### src/rtl/bsg_manycore_eva_xlate_arbiter.sv
// Round-robin arbiter sharing one EVA->NPA translator among endpoint
// request sources, with a one-entry NPA output register.
//
// Ports:
//   clk_i, reset_i                 clock, async active-high reset
//   v_i/eva_i/w_i/data_i/ready_o   per-requester request handshake
//   cfg_v_i/cfg_tgo_*/cfg_dram_*   configuration register load
//   v_o/ready_i + x/y/epa/w/data/src_id   translated packet out
//   err_v_o/err_src_o/err_eva_o/err_count_o   invalid-EVA report
//
// EVA map (32-bit byte address, bits [31:30]):
//   11 host     : dest (0,1), epa = {1, eva[28:2]}
//   10 DRAM     : dram_en=1 -> striped over vcaches by block;
//                 dram_en=0 -> vcaches used as flat block memory
//   01 tile-grp : dest = origin + (eva[29:24], eva[23:18])
//   00 local    : not a remote address, reported as invalid
module bsg_manycore_eva_xlate_arbiter #(
  parameter int num_req_p = 2,
  parameter int data_width_p = 32,
  parameter int addr_width_p = 28,
  parameter int x_cord_width_p = 4,
  parameter int y_cord_width_p = 4,
  parameter int num_tiles_x_p = 4,
  parameter int num_tiles_y_p = 4,
  parameter int vcache_block_size_in_words_p = 8,
  parameter int vcache_size_p = 512,
  parameter int vcache_sets_p = 64,
  parameter int id_width_lp =
    (num_req_p > 1) ? $clog2(num_req_p) : 1
) (
  input  logic clk_i,
  input  logic reset_i,

  input  logic [num_req_p-1:0] v_i,
  input  logic [num_req_p*data_width_p-1:0] eva_i,
  input  logic [num_req_p-1:0] w_i,
  input  logic [num_req_p*data_width_p-1:0] data_i,
  output logic [num_req_p-1:0] ready_o,

  input  logic cfg_v_i,
  input  logic [x_cord_width_p-1:0] cfg_tgo_x_i,
  input  logic [y_cord_width_p-1:0] cfg_tgo_y_i,
  input  logic cfg_dram_enable_i,

  output logic v_o,
  input  logic ready_i,
  output logic [x_cord_width_p-1:0] x_cord_o,
  output logic [y_cord_width_p-1:0] y_cord_o,
  output logic [addr_width_p-1:0] epa_o,
  output logic w_o,
  output logic [data_width_p-1:0] data_o,
  output logic [id_width_lp-1:0] src_id_o,

  output logic err_v_o,
  output logic [id_width_lp-1:0] err_src_o,
  output logic [data_width_p-1:0] err_eva_o,
  output logic [15:0] err_count_o
);

  localparam int lg_blk_lp =
    $clog2(vcache_block_size_in_words_p);
  localparam int lg_tx_lp =
    (num_tiles_x_p > 1) ? $clog2(num_tiles_x_p) : 1;
  // Flat block-memory window per vcache is bounded by both the
  // declared size and the set geometry.
  localparam int geo_words_lp =
    vcache_sets_p * vcache_block_size_in_words_p;
  localparam int vc_words_lp =
    (vcache_size_p < geo_words_lp) ? vcache_size_p : geo_words_lp;
  localparam int lg_vc_lp = $clog2(vc_words_lp);
  localparam logic [y_cord_width_p-1:0] south_y_lp =
    y_cord_width_p'(num_tiles_y_p + 1);
  localparam logic [y_cord_width_p-1:0] host_y_lp =
    y_cord_width_p'(1);

  typedef enum logic {EMPTY, FULL} state_e;
  state_e state_r, state_n;

  logic [x_cord_width_p-1:0] tgo_x_r;
  logic [y_cord_width_p-1:0] tgo_y_r;
  logic dram_en_r;

  logic [id_width_lp-1:0] ptr_r, gnt_id;
  logic any_v, accept, load, drop;

  logic [data_width_p-1:0] g_eva, g_data;
  logic g_w;
  logic [27:0] word;

  logic xl_v;
  logic [x_cord_width_p-1:0] xl_x;
  logic [y_cord_width_p-1:0] xl_y;
  logic [addr_width_p-1:0] xl_epa;

  logic unused_byte;

  // First valid requester scanning upward from ptr_r.
  always_comb begin
    logic [id_width_lp-1:0] idx;
    any_v = 1'b0;
    gnt_id = '0;
    idx = '0;
    for (int i = 0; i < num_req_p; i++) begin
      idx = id_width_lp'((int'(ptr_r) + i) % num_req_p);
      if (!any_v && v_i[idx]) begin
        any_v = 1'b1;
        gnt_id = idx;
      end
    end
  end

  assign accept = any_v & ((state_r == EMPTY) | ready_i);

  always_comb begin
    ready_o = '0;
    if (accept) ready_o[gnt_id] = 1'b1;
  end

  assign g_eva =
    eva_i[int'(gnt_id)*data_width_p +: data_width_p];
  assign g_data =
    data_i[int'(gnt_id)*data_width_p +: data_width_p];
  assign g_w = w_i[gnt_id];
  assign word = g_eva[29:2];
  assign unused_byte = ^g_eva[1:0];

  always_comb begin
    xl_v = 1'b0;
    xl_x = '0;
    xl_y = '0;
    xl_epa = '0;
    unique case (g_eva[31:30])
      2'b11: begin
        xl_v = 1'b1;
        xl_y = host_y_lp;
        xl_epa = addr_width_p'({1'b1, g_eva[28:2]});
      end
      2'b10: begin
        if (dram_en_r) begin
          xl_v = 1'b1;
          xl_x = x_cord_width_p'(word[lg_blk_lp +: lg_tx_lp]);
          xl_y = word[lg_blk_lp+lg_tx_lp] ? south_y_lp : '0;
          xl_epa = addr_width_p'({
            word >> (lg_blk_lp + lg_tx_lp + 1),
            word[lg_blk_lp-1:0]});
        end else begin
          xl_v = (word >> (lg_vc_lp + lg_tx_lp + 1)) == '0;
          xl_x = x_cord_width_p'(word[lg_vc_lp +: lg_tx_lp]);
          xl_y = word[lg_vc_lp+lg_tx_lp] ? south_y_lp : '0;
          xl_epa = addr_width_p'(word[lg_vc_lp-1:0]);
        end
      end
      2'b01: begin
        xl_v = (int'(g_eva[29:24]) < num_tiles_y_p)
             && (int'(g_eva[23:18]) < num_tiles_x_p);
        xl_x = tgo_x_r + g_eva[18 +: x_cord_width_p];
        xl_y = tgo_y_r + g_eva[24 +: y_cord_width_p];
        xl_epa = addr_width_p'(g_eva[17:2]);
      end
      default: xl_v = 1'b0;
    endcase
  end

  assign load = accept & xl_v;
  assign drop = accept & ~xl_v;

  always_ff @(posedge clk_i or posedge reset_i) begin
    if (reset_i) state_r <= EMPTY;
    else state_r <= state_n;
  end

  always_comb begin
    state_n = state_r;
    unique case (state_r)
      EMPTY: if (load) state_n = FULL;
      FULL: if (ready_i && !load) state_n = EMPTY;
      default: state_n = EMPTY;
    endcase
  end

  always_comb v_o = (state_r == FULL);

  always_ff @(posedge clk_i or posedge reset_i) begin
    if (reset_i) begin
      x_cord_o <= '0;
      y_cord_o <= '0;
      epa_o <= '0;
      w_o <= 1'b0;
      data_o <= '0;
      src_id_o <= '0;
    end else if (load) begin
      x_cord_o <= xl_x;
      y_cord_o <= xl_y;
      epa_o <= xl_epa;
      w_o <= g_w;
      data_o <= g_data;
      src_id_o <= gnt_id;
    end
  end

  always_ff @(posedge clk_i or posedge reset_i) begin
    if (reset_i) begin
      ptr_r <= '0;
    end else if (accept) begin
      ptr_r <= (gnt_id == id_width_lp'(num_req_p-1))
             ? '0 : gnt_id + 1'b1;
    end
  end

  always_ff @(posedge clk_i or posedge reset_i) begin
    if (reset_i) begin
      tgo_x_r <= '0;
      tgo_y_r <= '0;
      dram_en_r <= 1'b0;
    end else if (cfg_v_i) begin
      tgo_x_r <= cfg_tgo_x_i;
      tgo_y_r <= cfg_tgo_y_i;
      dram_en_r <= cfg_dram_enable_i;
    end
  end

  always_ff @(posedge clk_i or posedge reset_i) begin
    if (reset_i) begin
      err_v_o <= 1'b0;
      err_src_o <= '0;
      err_eva_o <= '0;
      err_count_o <= '0;
    end else begin
      err_v_o <= drop;
      if (drop) begin
        err_src_o <= gnt_id;
        err_eva_o <= g_eva;
        if (err_count_o != 16'hFFFF)
          err_count_o <= err_count_o + 16'd1;
      end
    end
  end

endmodule
### config.mk
export PLATFORM = sky130hd
export DESIGN_NAME = bsg_manycore_eva_xlate_arbiter
export DESIGN_NICKNAME = d
export VERILOG_FILES = /design/src/rtl/bsg_manycore_eva_xlate_arbiter.sv
export SDC_FILE = /design/constraint.sdc
export NUM_CORES = 1
export LEC_CHECK = 0
export BUFFER_PORTS_ARGS = -buffer_cell sky130_fd_sc_hd__buf_2
export CAP_MARGIN = 10
export CORE_ASPECT_RATIO = 0.9
export CORE_MARGIN = 3
export CORE_UTILIZATION = 32
export CTS_CLUSTER_SIZE = 20
export DETAILED_ROUTE_END_ITERATION = 10
export HOLD_SLACK_MARGIN = 0.12
export SLEW_MARGIN = 20
export SYNTH_ARGS = -nofsm -noshare
export SYNTH_HDL_FRONTEND = slang
export SYNTH_SLANG_ARGS = --single-unit
### constraint.sdc
create_clock -name clk_i -period 10.2 [get_ports clk_i]
set_input_delay 2.04 -clock clk_i [delete_from_list [all_inputs] [get_ports clk_i]]
set_output_delay 2.04 -clock clk_i [all_outputs]
set_load 0.02 [all_outputs]
==> results of run 1 <==
cells by family (layout without fill, tap and decap cells):
kind of cell,count (synthesis),after routing
AO/OA/AOI/OAI,142,142
XOR/XNOR,20,20
adder cells (fa/ha/maj),13,13
buffers and inverters,55,318
flip-flops,131,131
multiplexers,111,111
other,0,2
AND/OR/NAND/NOR,114,114
how the worst min path moves through the flow:
stage,slack (ps),to,cells past startpoint,startpoint
5_1_grt,510,err_count_o[5],1,err_count_o[5]
3_3_place_gp,470,ptr_r,1,ptr_r
2_1_floorplan,450,ptr_r,1,ptr_r
6_report,480,err_count_o[10],1,err_count_o[10]
4_1_cts,490,err_count_o[5],1,err_count_o[5]
3_5_place_dp,480,err_count_o[10],1,err_count_o[10]
metal layers:
metal	track usage	vias up
met3	0.06537	29
met5	0	-
met2	0.2631	187
met4	0.06164	2
li1	-	2632
met1	0.2188	2549
synthesized netlist by cell type (4+ instances only):
cell / n / area (um2)
ha_1: 11 / 137.6
nor2_1: 45 / 168.9
a31oi_1: 36 / 225.2
buf_2: 20 / 100.1
dfrtp_1: 131 / 3278
a21oi_1: 71 / 355.3
xor2_1: 14 / 122.6
mux2i_1: 64 / 640.6
mux2_4: 17 / 255.2
and3_1: 5 / 31.28
nand2_1: 22 / 82.58
clkbuf_1: 16 / 60.06
o22ai_1: 22 / 137.6
mux2_2: 27 / 304.0
inv_1: 14 / 52.55
nor3b_1: 6 / 45.04
or4_1: 4 / 30.03
xnor2_1: 6 / 52.55
area by class of cell:
cell class | instances | area (um2)
Clock buffer | 18 | 429.2
Tap cell | 255 | 319.1
Timing Repair Buffer | 272 | 1374
Inverter | 14 | 57.56
Multi-Input combinational cell | 400 | 3078
Sequential cell | 131 | 3278
Clock inverter | 14 | 200.2
Fill cell | 1945 | 11370
Antenna cell | 2 | 5.005
power by group:
part,internal [mW],total (mW),switching (mW)
logic,0.316,0.824,0.508
registers,0.690,0.796,0.106
clock network,0.413,0.653,0.240
sequential cells by signal (all words and copies together), names as in the netlist:
name,cells
tgo_y_r,4
err_v_o,1
src_id_o,1
data_o,32
dram_en_r,1
tgo_x_r,4
err_eva_o,32
err_count_o,16
x_cord_o,4
err_src_o,1
w_o,1
v_o,1
y_cord_o,4
ptr_r,1
epa_o,28
layout by cell type (no fill, tap or decap), types with 3 or more instances in the layout:
cell type     n
a21o_1        3
a21oi_1      71
a31oi_1      36
and3_1        5
and4_1        3
buf_2       267
buf_4         5
bufinv_16     4
clkbuf_16    17
clkinvlp_4    3
dfrtp_1     131
ha_1         11
inv_1        13
inv_6         6
mux2_2       27
mux2_4       17
mux2i_1      64
mux4_2        3
nand2_1      20
nand3_1       3
nand4_1       3
nand4b_1      3
nor2_1       44
nor2b_1       3
nor3b_1       6
nor4b_1       3
o22ai_1      22
or4_1         4
xnor2_1       6
xor2_1       14
worst max-delay path, stage by stage:
cell       delay, ps
buf_2            130
nand2b_4         110
and2_1           340
mux2i_1          220
inv_1            120
ha_1             320
or3b_1           390
a2111oi_2        330
a311o_2          210
a21bo_4          610
nand2_4          560
mux2_4           450
through the flow:
stage | worst slack (ps) | hold WS, ps
6_report | 4610 | 482.9
5_1_grt | 4306 | 505.3
4_1_cts | 4222 | 487.1
3_5_place_dp | 3779 | 475.1
3_3_place_gp | 3874 | 468.2
2_1_floorplan | 4662 | 450.6
==> metrics.csv, run 1 <==
metric,value,unit
syn_area_per_cell,11.25,um2
leakage power,4.423,nW
vias in the first global route,5257,
Remaining DRCs,0,
DIE HEIGHT,142.2,um
Post-CTS Hold Fix Bufs,0,
CP Max Fanout,68,
final layout net count,994,
DRT iter0 DRCs,310,
Synth Net Count,744,
port bufs,267,
fin. max-slew vios,0,
PD cells,260.0,nW/um2
unrepaired setup endpoints after global routing,no,
final core occ,0.4347,
CTS Sinks,131,
# Post-CTS Setup Buffers,0,
fin crit share,0.5481,
std cell rows,49,
Startpoint Class,primary input,
max-cap viol count,0,
core footprint,20110,um2
H-tree depth,4,
worst setup path start,v_i[0],
die area,22360,um2
Post-DRT Antenna Nets,0,
FF-to-FF setup slack,5960,ps
Worst R2R Path Depth,11,
DP Area,8102,um2
Root Driver,clkbuf_16,
Final setup viols,0,
Worst Skew,9.537,ps
Min-Delay Path Class,register to register,
Synth Register Bits,131,
Area growth syn-to-layout,32.61,%
DR WL met2,8964,um
Worst-Margin Slew,1102,ps
"Async S/R FF share, synth",1.000,
dpl hpwl,14460,um
post-synthesis compound-gate area fraction,0.1281,
Worst R2R Start,ptr_r,
fraction of layout cells with a size suffix above 1,0.4252,
Syn Inst Count,586,
FF-to-FF End,epa_o[2],
mux contribution to synthesized area,0.1923,
# resized after CTS,0,
Die Span X,157.3,um
total number of vias,5399,
Final Hold Vio Count,0,
register area share after synthesis,0.4973,
Routed wire per std cell,17.65,um
Layout Cells excl Fill,1106,
"Clk Latency, worst-skew pair",420,ps
simple-gate share of the synthesized area,0.08960,
largest family of logic cells by synthesized area,multiplexers,
first-pass GRT wire length,29480,um
1st-pass router iterations,4,
status,"complete, no violations",
Clock Tree Buf Depth,2,
WP data required,10490,ps
total grt overflow,0,
largest net degree at the start of global routing,85,
post-synthesis xor/xnor area fraction,0.02658,
Num CTS Buffers,17,
Post-Place Cells,1072,
minimum clock period,5590,ps
gpl congestion,0.8092,
Max VDD drop,104.5,uV
Post-synth EDFFs,0,
synth warn,0,
GRT Total Usage,0.1703,
WL met3,1499,um
synthesized area,6591,um2
total power,2.273,mW
Sum Neg Setup Slack,0,ps
io pins,268,
crit path DAT,5880,ps
initial antenna violation count,2,
Peak Freq,178.9,MHz
Vias/cell,4.882,
library cells used by synthesis,48,
Max-Slew Margin vs Limit,0.2655,
Clock Pin Slew Worst Setup and Hold Paths,60,ps
Initial Utilization,0.3278,
CP endpoint,epa_o[2],
final wirelength,19520,um
Finished Cell Area,8741,um2
critical path class,primary input to register,
CTS tree,done,
"Top FF cell, synth",dfrtp_1,
met1 wire length,8591,um
DR top layer,met5,
crit path capture type,register,
area share of fa/ha/maj cells after synthesis,0.02696,
Note: power is estimated with default switching activity, not from simulation.
==> inputs of run 2 (changes only) <==
==> constraint.sdc (replaced) <==
create_clock -name clk_i -period 5.1 [get_ports clk_i]
set_input_delay 1.02 -clock clk_i [delete_from_list [all_inputs] [get_ports clk_i]]
set_output_delay 1.02 -clock clk_i [all_outputs]
set_load 0.02 [all_outputs]
==> metrics.csv, run 2 (synthesis results as in run 1) <==
metric,value,unit,change
gpl congestion,0.8222,,+1.6%
initial antenna violation count,2,,unchanged
Num CTS Buffers,17,,unchanged
biggest regs,"data_o x32, err_eva_o x32, epa_o x28",,
Vias/cell,4.905,,+0.49%
io pins,268,,unchanged
crit path DAT,4310,ps,-1570 ps
fraction of layout cells with a size suffix above 1,0.4286,,+0.003365
total number of vias,5445,,+0.85%
WP data required,5400,ps,-5090 ps
final core occ,0.4350,,about the same
CP Max Fanout,13,,-81%
Post-CTS Hold Fix Bufs,0,,unchanged
Max-Slew Margin vs Limit,0.2849,,+0.01942
Finished Cell Area,8748,um2,about the same
worst hold start,ptr_r,,
minimum clock period,4012,ps,
GRT Total Usage,0.1740,,+0.003630
Final Hold Vio Count,0,,unchanged
Min-Delay Path Class,register to register,,
port bufs,267,,unchanged
Routed wire per std cell,17.77,um,+0.71%
unrepaired setup endpoints after global routing,no,,
critical path class,primary input to register,,
FF-to-FF End,err_count_o[1],,
first-pass GRT wire length,30270,um,+2.7%
Area growth syn-to-layout,32.73,%,about the same
crit path capture type,register,,
CTS tree,done,,
Clock Pin Slew Worst Setup and Hold Paths,60,ps,about the same
Remaining DRCs,0,,unchanged
# resized after CTS,0,,unchanged
Fill cells,1992,,+2.4%
largest net degree at the start of global routing,89,,+4.7%
DIE HEIGHT,142.2,um,unchanged
fin crit share,0.7866,,
Initial Utilization,0.3278,,unchanged
Sum Neg Setup Slack,0,ps,unchanged
# Post-CTS Setup Buffers,0,,unchanged
std cell rows,49,,unchanged
dpl hpwl,14660,um,+1.3%
vias in the first global route,5405,,+2.8%
1st-pass router iterations,4,,unchanged
core footprint,20110,um2,unchanged
hold path cells,1,,unchanged
Die Span X,157.3,um,unchanged
DP Area,8139,um2,+0.46%
H-tree depth,4,,unchanged
"Clk Latency, worst-skew pair",410,ps,about the same
Worst R2R Start,ptr_r,,
final layout net count,999,,+0.50%
Worst Skew,7.575,ps,-1.961 ps
total grt overflow,0,,unchanged
DRT iter0 DRCs,209,,-33%
Worst R2R Path Depth,12,,+1
final wirelength,19730,um,+1.1%
status,"complete, no violations",,
leakage power,4.426,nW,about the same
Startpoint Class,primary input,,
die area,22360,um2,unchanged
PD cells,515.5,nW/um2,+98%
Root Driver,clkbuf_16,,
"commonest non-fill, non-tap cells in the layout","267 x buf_2, 131 x dfrtp_1, 71 x a21oi_1, 64 x mux2i_1, 44 x nor2_1",,
FF-to-FF setup slack,1430,ps,-4530 ps
Peak Freq,249.3,MHz,
max-cap viol count,0,,unchanged
Worst-Margin Slew,1061,ps,-40.35 ps
fin. max-slew vios,0,,unchanged
"commonest non-fill, non-tap cell in the layout",buf_2,,
Clock Tree Buf Depth,2,,unchanged
Post-DRT Antenna Nets,0,,unchanged
Max VDD drop,248.2,uV,+140%
CTS Sinks,131,,unchanged
Final setup viols,0,,unchanged
Worst Hold End,ptr_r,,
## run 2: power breakdown
part / switching [mW] / internal (mW)
Clock: 0.491 / 0.775
Sequential: 0.211 / 1.38
Combinational: 1.02 / 0.635
Total: 1.72 / 2.79
## run 2: critical path, cell delays in order
cell and delay, ps:
buf_2 130, nand2b_4 110, and2_1 190, mux2i_1 410
inv_1 120, ha_1 300, or3b_1 220, a2111oi_2 50
a311o_2 410, a211oi_4 500, buf_4 260, nor2b_1 230
mux2_2 360
## run 2: cell type report
class / instances / area (um2) / share of cell area
timing repair buffer: 277 / 1411 / 0.1613
tap: 255 / 319.1 / 0.03647
clock buffer: 18 / 429.2 / 0.04906
antenna: 1 / 2.502 / 0.0002860
inverter: 14 / 57.56 / 0.006579
sequential: 131 / 3278 / 0.3747
multi-input combinational: 400 / 3073 / 0.3513
clock inverter: 14 / 177.7 / 0.02031
## run 2: routing by layer
layer | share of wire | global-route usage | vias to the layer above
met2 | 0.47 | 0.2798 | 188
met3 | 0.074 | 0.05777 | 20
met1 | 0.44 | 0.2308 | 2588
li1 | - | - | 2647
met5 | 0.00066 | 0 | -
met4 | 0.014 | 0.03653 | 2
## run 2: how the worst max path moves through the flow
stage	end	cells past startpoint	slack [ps]	startpoint
2_1_floorplan	data_o[0]	1	580	reset_i
3_3_place_gp	err_count_o[1]	13	650	v_i[0]
3_5_place_dp	err_count_o[1]	13	590	v_i[0]
4_1_cts	err_count_o[1]	13	1040	v_i[0]
5_1_grt	err_count_o[1]	13	820	v_i[0]
6_report	err_count_o[1]	13	1090	v_i[0]
## run 2: metrics by stage
step	worst slack [ps]	total power [mW]	hold WS (ps)	std cells
4_1_cts	1045	4.569	483.7	1109
3_5_place_dp	591.0	3.281	470.2	1077
5_1_grt	821.4	4.782	498.8	1109
6_report	1088	4.510	479.3	1110
3_3_place_gp	650.4	3.253	462.7	1077
2_1_floorplan	582.3	2.660	450.6	586
==> inputs of run 3 (changes only) <==
==> constraint.sdc (replaced) <==
create_clock -name clk_i -period 4 [get_ports clk_i]
set_input_delay 0.8 -clock clk_i [delete_from_list [all_inputs] [get_ports clk_i]]
set_output_delay 0.8 -clock clk_i [all_outputs]
set_load 0.02 [all_outputs]
==> metrics.csv, run 3 (synthesis results as in run 1) <==
metric,value,unit,change
Sum Neg Setup Slack,0,ps,unchanged
final core occ,0.4413,,+0.006285
Setup WS pre-CTS,328.4,ps,-262.7 ps
dpl hpwl,15040,um,+2.6%
crit path DAT,3560,ps,-750 ps
Num CTS Buffers,17,,unchanged
fin. max-slew vios,0,,unchanged
initial antenna violation count,1,,-1
Clock Pin Slew Worst Setup and Hold Paths,60,ps,about the same
total number of vias,5457,,+0.22%
1st-pass router iterations,8,,+4
Root Driver,clkbuf_16,,
Vias/cell,4.846,,-1.2%
CP Buf/Inv Count,3,,unchanged
Min-Delay Path Class,register to register,,
Max VDD drop,264.1,uV,+6.4%
Clock Tree Buf Depth,2,,unchanged
H-tree depth,4,,unchanged
Crit path max-delay family,simple AND/OR/NAND/NOR gates,,
unrepaired setup endpoints after global routing,no,,
final layout net count,1017,,+1.8%
"commonest non-fill, non-tap cells in the layout","267 x buf_2, 131 x dfrtp_1, 71 x a21oi_1, 64 x mux2i_1, 44 x nor2_1",,
CP Max Fanout,12,,-1
"Clk Latency, worst-skew pair",420,ps,about the same
die area,22360,um2,unchanged
final wirelength,19840,um,+0.57%
crit-path cells,buf_2 -> nand2b_4 -> and2_1 -> mux2i_1 -> inv_1 -> ha_1 -> or3b_1 -> a2111oi_2 -> a311o_2 -> a211oi_4 -> buf_4 -> nor4b_1 -> xor2_1,,
FF-to-FF End,err_count_o[10],,
DIE HEIGHT,142.2,um,unchanged
largest stage delay on the critical path,400,ps,-100 ps
status,"complete, no violations",,
minimum clock period,3209,ps,
FF-to-FF setup slack,890,ps,-540 ps
gpl congestion,0.8062,,-1.9%
Area growth syn-to-layout,34.64,%,
crit path capture type,register,,
fraction of layout cells with a size suffix above 1,0.4397,,+0.01115
Worst R2R Start,ptr_r,,
Initial Utilization,0.3278,,unchanged
antenna cells,0,,-1
largest net degree at the start of global routing,132,,+48%
"commonest non-fill, non-tap cell in the layout",buf_2,,
Post-DRT Antenna Nets,0,,unchanged
core footprint,20110,um2,unchanged
Post-CTS Hold Fix Bufs,0,,unchanged
Worst-Margin Slew,705.3,ps,-356.1 ps
first-pass GRT wire length,30300,um,+0.11%
Remaining DRCs,0,,unchanged
Die Span X,157.3,um,unchanged
CTS tree,done,,
CTS Sinks,131,,unchanged
std cell rows,49,,unchanged
critical path class,primary input to register,,
leakage power,4.512,nW,+2.0%
biggest regs,"data_o x32, err_eva_o x32, epa_o x28",,
Worst Skew,7.247,ps,-0.3286 ps
GRT Total Usage,0.1754,,+0.001401
Final Hold Vio Count,0,,unchanged
max-cap viol count,0,,unchanged
Worst R2R Path Depth,12,,unchanged
# resized after CTS,0,,unchanged
fin crit share,0.8022,,
io pins,268,,unchanged
WP data required,4350,ps,-1050 ps
# Post-CTS Setup Buffers,0,,unchanged
PD cells,643.6,nW/um2,+25%
DRT iter0 DRCs,250,,+20%
total grt overflow,0,,unchanged
vias in the first global route,5417,,+0.22%
Final setup viols,0,,unchanged
Peak Freq,311.7,MHz,
Routed wire per std cell,17.62,um,-0.86%
Startpoint Class,primary input,,
worst hold start,y_cord_o[3],,
port bufs,267,,unchanged
slowest cell on the critical path,a311o_2,,
hold path cells,1,,unchanged
final setup margin,791.4,ps,-296.7 ps
Worst Hold End,y_cord_o[3],,
Max-Slew Margin vs Limit,0.5298,,+0.2449
run 3: changes by cell type in the layout (fill, tap and decap cells not counted):
cell        before  now
buf_12           0    2
bufinv_16        3    2
clkinvlp_4       4    3
inv_6            4    1
clkbuf_8         0    1
clkinv_4         3    4
diode_2          1    0
buf_4           10   26
clkinv_2         1    3
run 3: routing by layer:
layer / wire (um) / track usage
met3: 1345 / 0.04986
met4: 231 / 0.04658
met1: 8881 / 0.2332
met2: 9366 / 0.2830
met5: 13 / 0
run 3: worst max-delay path by stage:
stage,start,end,slack (ps),cells after the start
final,v_i[0],err_count_o[10],790,13
after detailed placement,v_i[0],err_count_o[8],330,13
after CTS,v_i[0],err_count_o[8],770,13
after global placement,v_i[0],err_count_o[14],380,13
after global routing,v_i[0],err_count_o[14],600,13
after floorplan,v_i[0],epa_o[10],30,15
run 3: worst register-to-register path, stage by stage (launching register included):
cell and delay, ps:
dfrtp_1 380, nand2b_4 170, and2_1 190, mux2i_1 190
inv_1 90, ha_1 280, or3b_1 210, a2111oi_2 50
a311o_2 400, a211oi_4 350, buf_4 240, nor4b_1 310
xor2_1 170
run 3: area by class of cell:
| class | count | area, um2 |
|---|---|---|
| clock buffers | 19 | 442.9 |
| clock inverters | 12 | 133.9 |
| fillers | 1986 | 11230 |
| inverters | 14 | 56.30 |
| multi-input cells | 400 | 3073 |
| flip-flops and latches | 131 | 3278 |
| well taps | 255 | 319.1 |
| repair buffers | 295 | 1572 |
run 3: per-stage QoR:
| step | total power [mW] | cells | hold WS, ps | instance area, um2 |
|---|---|---|---|---|
| 5_1_grt | 6.050 | 1126 | 505.1 | 8875 |
| 3_3_place_gp | 4.193 | 1095 | 467.5 | 8298 |
| 4_1_cts | 5.778 | 1126 | 485.5 | 8875 |
| 6_report | 5.712 | 1126 | 480.2 | 8875 |
| 2_1_floorplan | 3.392 | 586 | 450.6 | 6595 |
| 3_5_place_dp | 4.224 | 1095 | 472.4 | 8298 |
run 3: report_power, final:
part | internal, mW | leakage (nW) | switching (mW)
logic | 0.839 | 2.69 | 1.30
registers | 1.76 | 1.55 | 0.279
clock network | 0.931 | 0.279 | 0.601
